## config.mk

```make
export PLATFORM = sky130hd
export DESIGN_NAME = pipe_ctrl
export DESIGN_NICKNAME = d
export VERILOG_FILES = /design/src/rtl/pipe_ctrl.sv
export SDC_FILE = /design/constraint.sdc
export NUM_CORES = 1
export LEC_CHECK = 0
export BUFFER_PORTS_ARGS = -buffer_cell sky130_fd_sc_hd__clkbuf_2
export CAP_MARGIN = 20
export CORE_ASPECT_RATIO = 1.75
export CORE_UTILIZATION = 52
export DETAILED_ROUTE_END_ITERATION = 10
export PLACE_DENSITY = 0.89
export SLEW_MARGIN = 15
export SYNTH_ARGS = -nofsm -noshare
export SYNTH_HDL_FRONTEND = slang
export SYNTH_SLANG_ARGS = --single-unit
```

## constraint.sdc

```tcl
create_clock -name clk -period 2.45 [get_ports clk]
set_input_delay 0.49 -clock clk [delete_from_list [all_inputs] [get_ports clk]]
set_output_delay 0.49 -clock clk [all_outputs]
set_load 0.01 [all_outputs]
```

## src/rtl/pipe_ctrl.sv

```systemverilog
// Pipeline hazard controller: prefix stall vector, registered flush with redirect PC,
// post-flush fetch bubble, saturating stall statistics and a stall-deadlock watchdog.
//
// state    | meaning
// ---------+-----------------------------------------------------------
// S_RUN    | normal operation, stall = prefix of stall_req
// S_FLUSH  | one-cycle flush of all pipeline registers, stall forced to 0
// S_BUBBLE | PC held for BUBBLE_CYC cycles after a flush
module pipe_ctrl #(
  parameter int STAGES     = 6,
  parameter int BUBBLE_CYC = 1,
  parameter int CNT_W      = 32,
  parameter int TIMEOUT    = 1024
) (
  input  logic              clk,
  input  logic              rst,
  input  logic [STAGES-1:0] stall_req,
  input  logic              flush_req,
  input  logic [31:0]       flush_pc,
  input  logic              clr_stats,
  output logic [STAGES-1:0] stall,
  output logic              flush,
  output logic [31:0]       new_pc,
  output logic [CNT_W-1:0]  stall_cycles,
  output logic              timeout
);

  localparam int BUB_W = (BUBBLE_CYC > 0) ? $clog2(BUBBLE_CYC + 1) : 1;
  localparam int RUN_W = (TIMEOUT > 0) ? $clog2(TIMEOUT + 1) : 1;
  localparam logic [BUB_W-1:0] BUB_LOAD = BUB_W'(BUBBLE_CYC);
  localparam logic [BUB_W-1:0] BUB_ONE  = BUB_W'(1);
  localparam logic [RUN_W-1:0] RUN_MAX  = RUN_W'(TIMEOUT);

  typedef enum logic [1:0] {S_RUN, S_FLUSH, S_BUBBLE} state_t;

  state_t            state_q;
  logic              flush_q;
  logic [31:0]       new_pc_q;
  logic [BUB_W-1:0]  bub_cnt_q;
  logic [CNT_W-1:0]  stall_cycles_q, stall_cycles_d;
  logic [RUN_W-1:0]  run_q, run_d;
  logic              timeout_q, timeout_d;
  logic [STAGES-1:0] prefix;
  logic [STAGES-1:0] stall_vec;
  logic              any_req;
  logic              stalled;

  // Every stage at or below the highest requesting stage must hold.
  always_comb begin
    prefix  = '0;
    any_req = 1'b0;
    for (int i = STAGES - 1; i >= 0; i--) begin
      any_req   = any_req | stall_req[i];
      prefix[i] = any_req;
    end
    stall_vec = prefix;
    if (state_q == S_FLUSH) begin
      stall_vec = '0;
    end else if (state_q == S_BUBBLE) begin
      stall_vec[0] = 1'b1;
    end
  end

  assign stalled = |stall_vec;

  always_ff @(posedge clk or negedge rst) begin
    if (!rst) begin
      state_q   <= S_RUN;
      flush_q   <= 1'b0;
      new_pc_q  <= '0;
      bub_cnt_q <= '0;
    end else if (flush_req) begin
      state_q   <= S_FLUSH;
      flush_q   <= 1'b1;
      new_pc_q  <= flush_pc;
      bub_cnt_q <= BUB_LOAD;
    end else begin
      flush_q <= 1'b0;
      case (state_q)
        S_FLUSH:  state_q <= (BUBBLE_CYC > 0) ? S_BUBBLE : S_RUN;
        S_BUBBLE: begin
          if (bub_cnt_q == BUB_ONE) state_q <= S_RUN;
          else                      bub_cnt_q <= bub_cnt_q - BUB_ONE;
        end
        default:  state_q <= S_RUN;
      endcase
    end
  end

  always_comb begin
    stall_cycles_d = stall_cycles_q;
    if (clr_stats) begin
      stall_cycles_d = '0;
    end else if (stalled && !(&stall_cycles_q)) begin
      stall_cycles_d = stall_cycles_q + CNT_W'(1);
    end

    // Run length of consecutive stalled cycles, pinned at TIMEOUT once reached.
    run_d = '0;
    if (!clr_stats && stalled) begin
      run_d = (run_q == RUN_MAX) ? run_q : run_q + RUN_W'(1);
    end

    timeout_d = timeout_q;
    if (clr_stats) begin
      timeout_d = 1'b0;
    end else if ((TIMEOUT > 0) && stalled && (run_d == RUN_MAX)) begin
      timeout_d = 1'b1;
    end
  end

  always_ff @(posedge clk or negedge rst) begin
    if (!rst) begin
      stall_cycles_q <= '0;
      run_q          <= '0;
      timeout_q      <= 1'b0;
    end else begin
      stall_cycles_q <= stall_cycles_d;
      run_q          <= run_d;
      timeout_q      <= timeout_d;
    end
  end

  assign stall        = stall_vec;
  assign flush        = flush_q;
  assign new_pc       = new_pc_q;
  assign stall_cycles = stall_cycles_q;
  assign timeout      = timeout_q;

endmodule

```

==> results.env <==
DRIVE_GT1_FRAC=0.384
SYNTH_AREA_PER_CELL_SQ_UM=10.9
CRIT_PATH_MAX_FANOUT=17
SETUP_VIOL=0
SLEW_HEADROOM=0.451
HOLD_PATH.CLASS='input port to async pin'
GR-USAGE-ALL-LAYERS=0.267
ROWS=41
HOLDBUFCOUNTCTS=0
WORSTSETUPSTARTPOINTTYPE='flip-flop'
SYNTH_CELL_TYPE_COUNT=50
ROOT_BUFFER='sky130_fd_sc_hd__clkbuf_16'
VIA_COUNT_OF_THE_FIRST_GLOBAL_ROUTING_PASS=3472
CTS_MAX_PATH_BUFFERS=2
GRT_ANTENNA_BEFORE_REPAIR=0
CTS-BUFFERS-INSERTED=9
TIMING_HOLD_VIOLATIONS_FINAL=0
FINAL_MAX_SLEW_VIOL_COUNT=0
ANTENNADIODECOUNT=0
PIN_COUNT=114
SYN_TO_FINAL_GROWTH_PCT=23.0
YS_WARN_COUNT=0
DETAIL_ROUTE.VIAS_PER_CELL=6.01
POST_SYNTH_MUX_AREA_SHARE=0.0961
CRITPATHKIND='flip-flop to flip-flop'
DIE_AREA_SQ_UM=8030
COUNT_OF_STATE_ELEMENTS_AFTER_SYNTHESIS=80
FINCLKSKEW_NS=0.00595
DETAILROUTE.VIA_COUNT=3411
CLK_TRANSITION_REPORTED_PATHS_NS=0.06
FINISH.UTILIZATION=0.668
SYNTH_ENABLE_FLOP_CELLS=0
NUM-NETS-FINAL=522
TYPE_OF_DESTINATION_OF_THE_CRITICAL_PATH='flip-flop'
GLOBAL_ROUTE_WIRE_LENGTH_BEFORE_REPAIR_MICRONS=16200
POST-DP-HPWL_MICRONS=7050
SIMPLE_LOGIC_CELL_FRACTION_OF_THE_SYNTHESIZED_AREA=0.210
REQUIRED_NS=2.71
SYNTH-XOR-AREA-SHARE=0.0220
FINAL_MIN_PERIOD_OVER_CLOCK_PERIOD=0.930
FINAL.MIN_CLOCK_PERIOD_NS=2.28
FLOORPLAN.DIE.WIDTH_MICRONS=68.2
ROUTE.FINAL.WIRE_LENGTH_MICRONS=9890
SYNTH-COMPOUND-AREA-SHARE=0.127
POSTSYNTHNETCOUNT=410
WL_PER_CELL_MICRONS=17.4
GRT_MAX_DEGREE=54
TRANSITION_TIME_AT_THE_PIN_WITH_THE_LEAST_SLEW_MARGIN_NS=0.823
CELLPOWERDENSITY_nW_PER_UM2=609
DOMINANT_COMBINATIONAL_CELL_FAMILY_BY_AREA_AFTER_SYNTHESIS='simple AND/OR/NAND/NOR gates'
INITIALDRTVIOLATIONCOUNT=269
DRC=0
CTS_MAX_LEVEL=3
FP.DIEH_MICRONS=118
PORTBUFFERS=113
DRT_PRE_ANTENNA_ITERS=4
CTS_REPAIR_RESIZE_COUNT=0
PLACEABLECOREAREA_SQ_UM=7340
FINAL.SETUP.TNS_NS=0
SEQ_AREA_FRAC_SYNTH=0.502
TOTAL_LEAKAGE_POWER_nW=2.18
N_FILL_CELL=538
GRT_SETUP_UNREPAIRED='false'
GLOBALROUTE.TOTALOVERFLOW=0
WORST_EP_ARRIVAL_TIME_NS=2.54
POSTSYNTH.ASYNCRESETSHARE=1.00
FLOORPLAN.INITIALDENSITY=0.543
POSTSYNTHCELLCOUNT=365
MAPPEDNETLISTAREA_SQ_UM=3990
MAX_CAP_VIOLATIONS=0
SYNTH_TOP_FLOP_CELL='sky130_fd_sc_hd__dfrtp_1'
TRITONCTS='done'
POWER.IR.VDD_WORST_V=0.000567
CTS_SETUP_BUFFERS=0
MAX_CLOCK_FREQ_MHz=439
SYNTHADDERAREAFRAC=0.00942
OUTCOME='finished clean'
WORSTSKEWPAIRLATENCY_NS=0.34
ROUTE.ANTENNA.REMAINING_NETS=0
PLACE.GP.CONGESTION=0.857
CTS.SINKS=80
[registers in the layout, indices dropped and copies added, names as in the netlist]
name and flops:
new_pc 32, run_q 11, stall_cycles 32, state_q 2, bub_cnt_q 1, flush 1, timeout 1
[cells in the final DEF (no fill, tap or decap), types with 3 or more instances in the layout]
cell type | synthesis | final
sky130_fd_sc_hd__a21oi_1 | 33 | 33
sky130_fd_sc_hd__nand3_1 | 11 | 11
sky130_fd_sc_hd__nand2_1 | 17 | 17
sky130_fd_sc_hd__mux2_2 | 34 | 34
sky130_fd_sc_hd__or4_1 | 23 | 23
sky130_fd_sc_hd__inv_1 | 11 | 11
sky130_fd_sc_hd__o21ai_0 | 7 | 7
sky130_fd_sc_hd__nor2_1 | 23 | 23
sky130_fd_sc_hd__and4_1 | 3 | 3
sky130_fd_sc_hd__and3_1 | 3 | 3
sky130_fd_sc_hd__nor3_1 | 3 | 3
sky130_fd_sc_hd__nor4_1 | 4 | 4
sky130_fd_sc_hd__nand4_1 | 8 | 8
sky130_fd_sc_hd__and4_4 | 4 | 4
sky130_fd_sc_hd__clkbuf_16 | 0 | 9
sky130_fd_sc_hd__o31ai_1 | 22 | 22
sky130_fd_sc_hd__nor4_2 | 3 | 3
sky130_fd_sc_hd__xor2_1 | 6 | 6
sky130_fd_sc_hd__ha_1 | 3 | 3
sky130_fd_sc_hd__xnor2_1 | 4 | 4
sky130_fd_sc_hd__dfrtp_1 | 80 | 80
sky130_fd_sc_hd__and2_1 | 5 | 5
sky130_fd_sc_hd__clkbuf_2 | 0 | 112
sky130_fd_sc_hd__buf_4 | 1 | 6
sky130_fd_sc_hd__clkinvlp_4 | 0 | 4
sky130_fd_sc_hd__or3_1 | 6 | 6
sky130_fd_sc_hd__nor2b_1 | 7 | 7
[worst max-delay path, cell delays in order (launching register included)]
cell and delay [ns]:
sky130_fd_sc_hd__dfrtp_1 0.42, sky130_fd_sc_hd__ha_1 0.29, sky130_fd_sc_hd__inv_1 0.13, sky130_fd_sc_hd__nor3_4 0.29, sky130_fd_sc_hd__o211ai_2 0.32, sky130_fd_sc_hd__or4_1 0.59
sky130_fd_sc_hd__a21oi_1 0.15
[cell usage after synthesis, types with 7 or more instances]
cell / instances / area share
sky130_fd_sc_hd__dfrtp_1: 80 / 0.50
sky130_fd_sc_hd__mux2_2: 34 / 0.096
sky130_fd_sc_hd__a21oi_1: 33 / 0.041
sky130_fd_sc_hd__nor2_1: 23 / 0.022
sky130_fd_sc_hd__or4_1: 23 / 0.043
sky130_fd_sc_hd__o31ai_1: 22 / 0.041
sky130_fd_sc_hd__nand2_1: 17 / 0.016
sky130_fd_sc_hd__inv_1: 11 / 0.010
sky130_fd_sc_hd__nand3_1: 11 / 0.014
sky130_fd_sc_hd__clkbuf_1: 10 / 0.0094
sky130_fd_sc_hd__nand4_1: 8 / 0.013
sky130_fd_sc_hd__nor2b_1: 7 / 0.011
sky130_fd_sc_hd__o21ai_0: 7 / 0.0088
[power breakdown]
part           internal (mW)  switching [mW]  total, mW
Combinational          0.139           0.174      0.313
Sequential              1.38          0.0395       1.42
Clock                  0.714           0.534       1.25
[path summary, 6_finish.rpt]
kind                                  from                to  slack (ns)  cells after the start
max                        stall_cycles[0]  stall_cycles[28]        0.17                      6
max in group asynchronous              rst         new_pc[2]        1.78                      2
min reg2reg                      bub_cnt_q         bub_cnt_q        0.49                      1
min                                    rst  stall_cycles[31]        0.07                      1
min in group clk               flush_pc[4]         new_pc[4]        0.38                      2
max reg2reg                stall_cycles[0]  stall_cycles[28]        0.17                      6
[metrics by stage]
step           power, mW  hold WS, ns  setup slack [ns]  instances  cell area (sq um)
6_report            2.99       0.0675             0.171        568               4900
5_1_grt             3.08        0.101            0.0227        568               4900
4_1_cts             3.01       0.0736             0.184        568               4900
3_5_place_dp        1.76        0.432             0.169        552               4630
3_3_place_gp        1.74        0.427             0.310        552               4630
2_1_floorplan       1.59        0.194             0.444        365               3990
[cell families after synthesis]
| family | count (synthesis) |
|---|---|
| AND/OR/NAND/NOR | 131 |
| AO/OA/AOI/OAI | 78 |
| buffers and inverters | 29 |
| XOR/XNOR | 10 |
| flip-flops | 80 |
| adder cells (fa/ha/maj) | 3 |
| multiplexers | 34 |
[routing by layer]
metal / vias up / wire length [microns] / GRT usage
met5: - / 0 / 0
met4: 0 / 435 / 0.161
met1: 1677 / 3580 / 0.290
li1: 1587 / - / -
met3: 35 / 378 / 0.0562
met2: 112 / 5490 / 0.449
[cell type report]
type,instances,area [sq um],share of cell area
Inverter,11,41.3,0.00842
Sequential cell,80,2000,0.408
Clock inverter,4,30.0,0.00612
Clock buffer,12,246,0.0503
Tap cell,86,108,0.0219
Timing Repair Buffer,119,626,0.128
Multi-Input combinational cell,256,1850,0.377
Power figures use the tool's default switching activity.
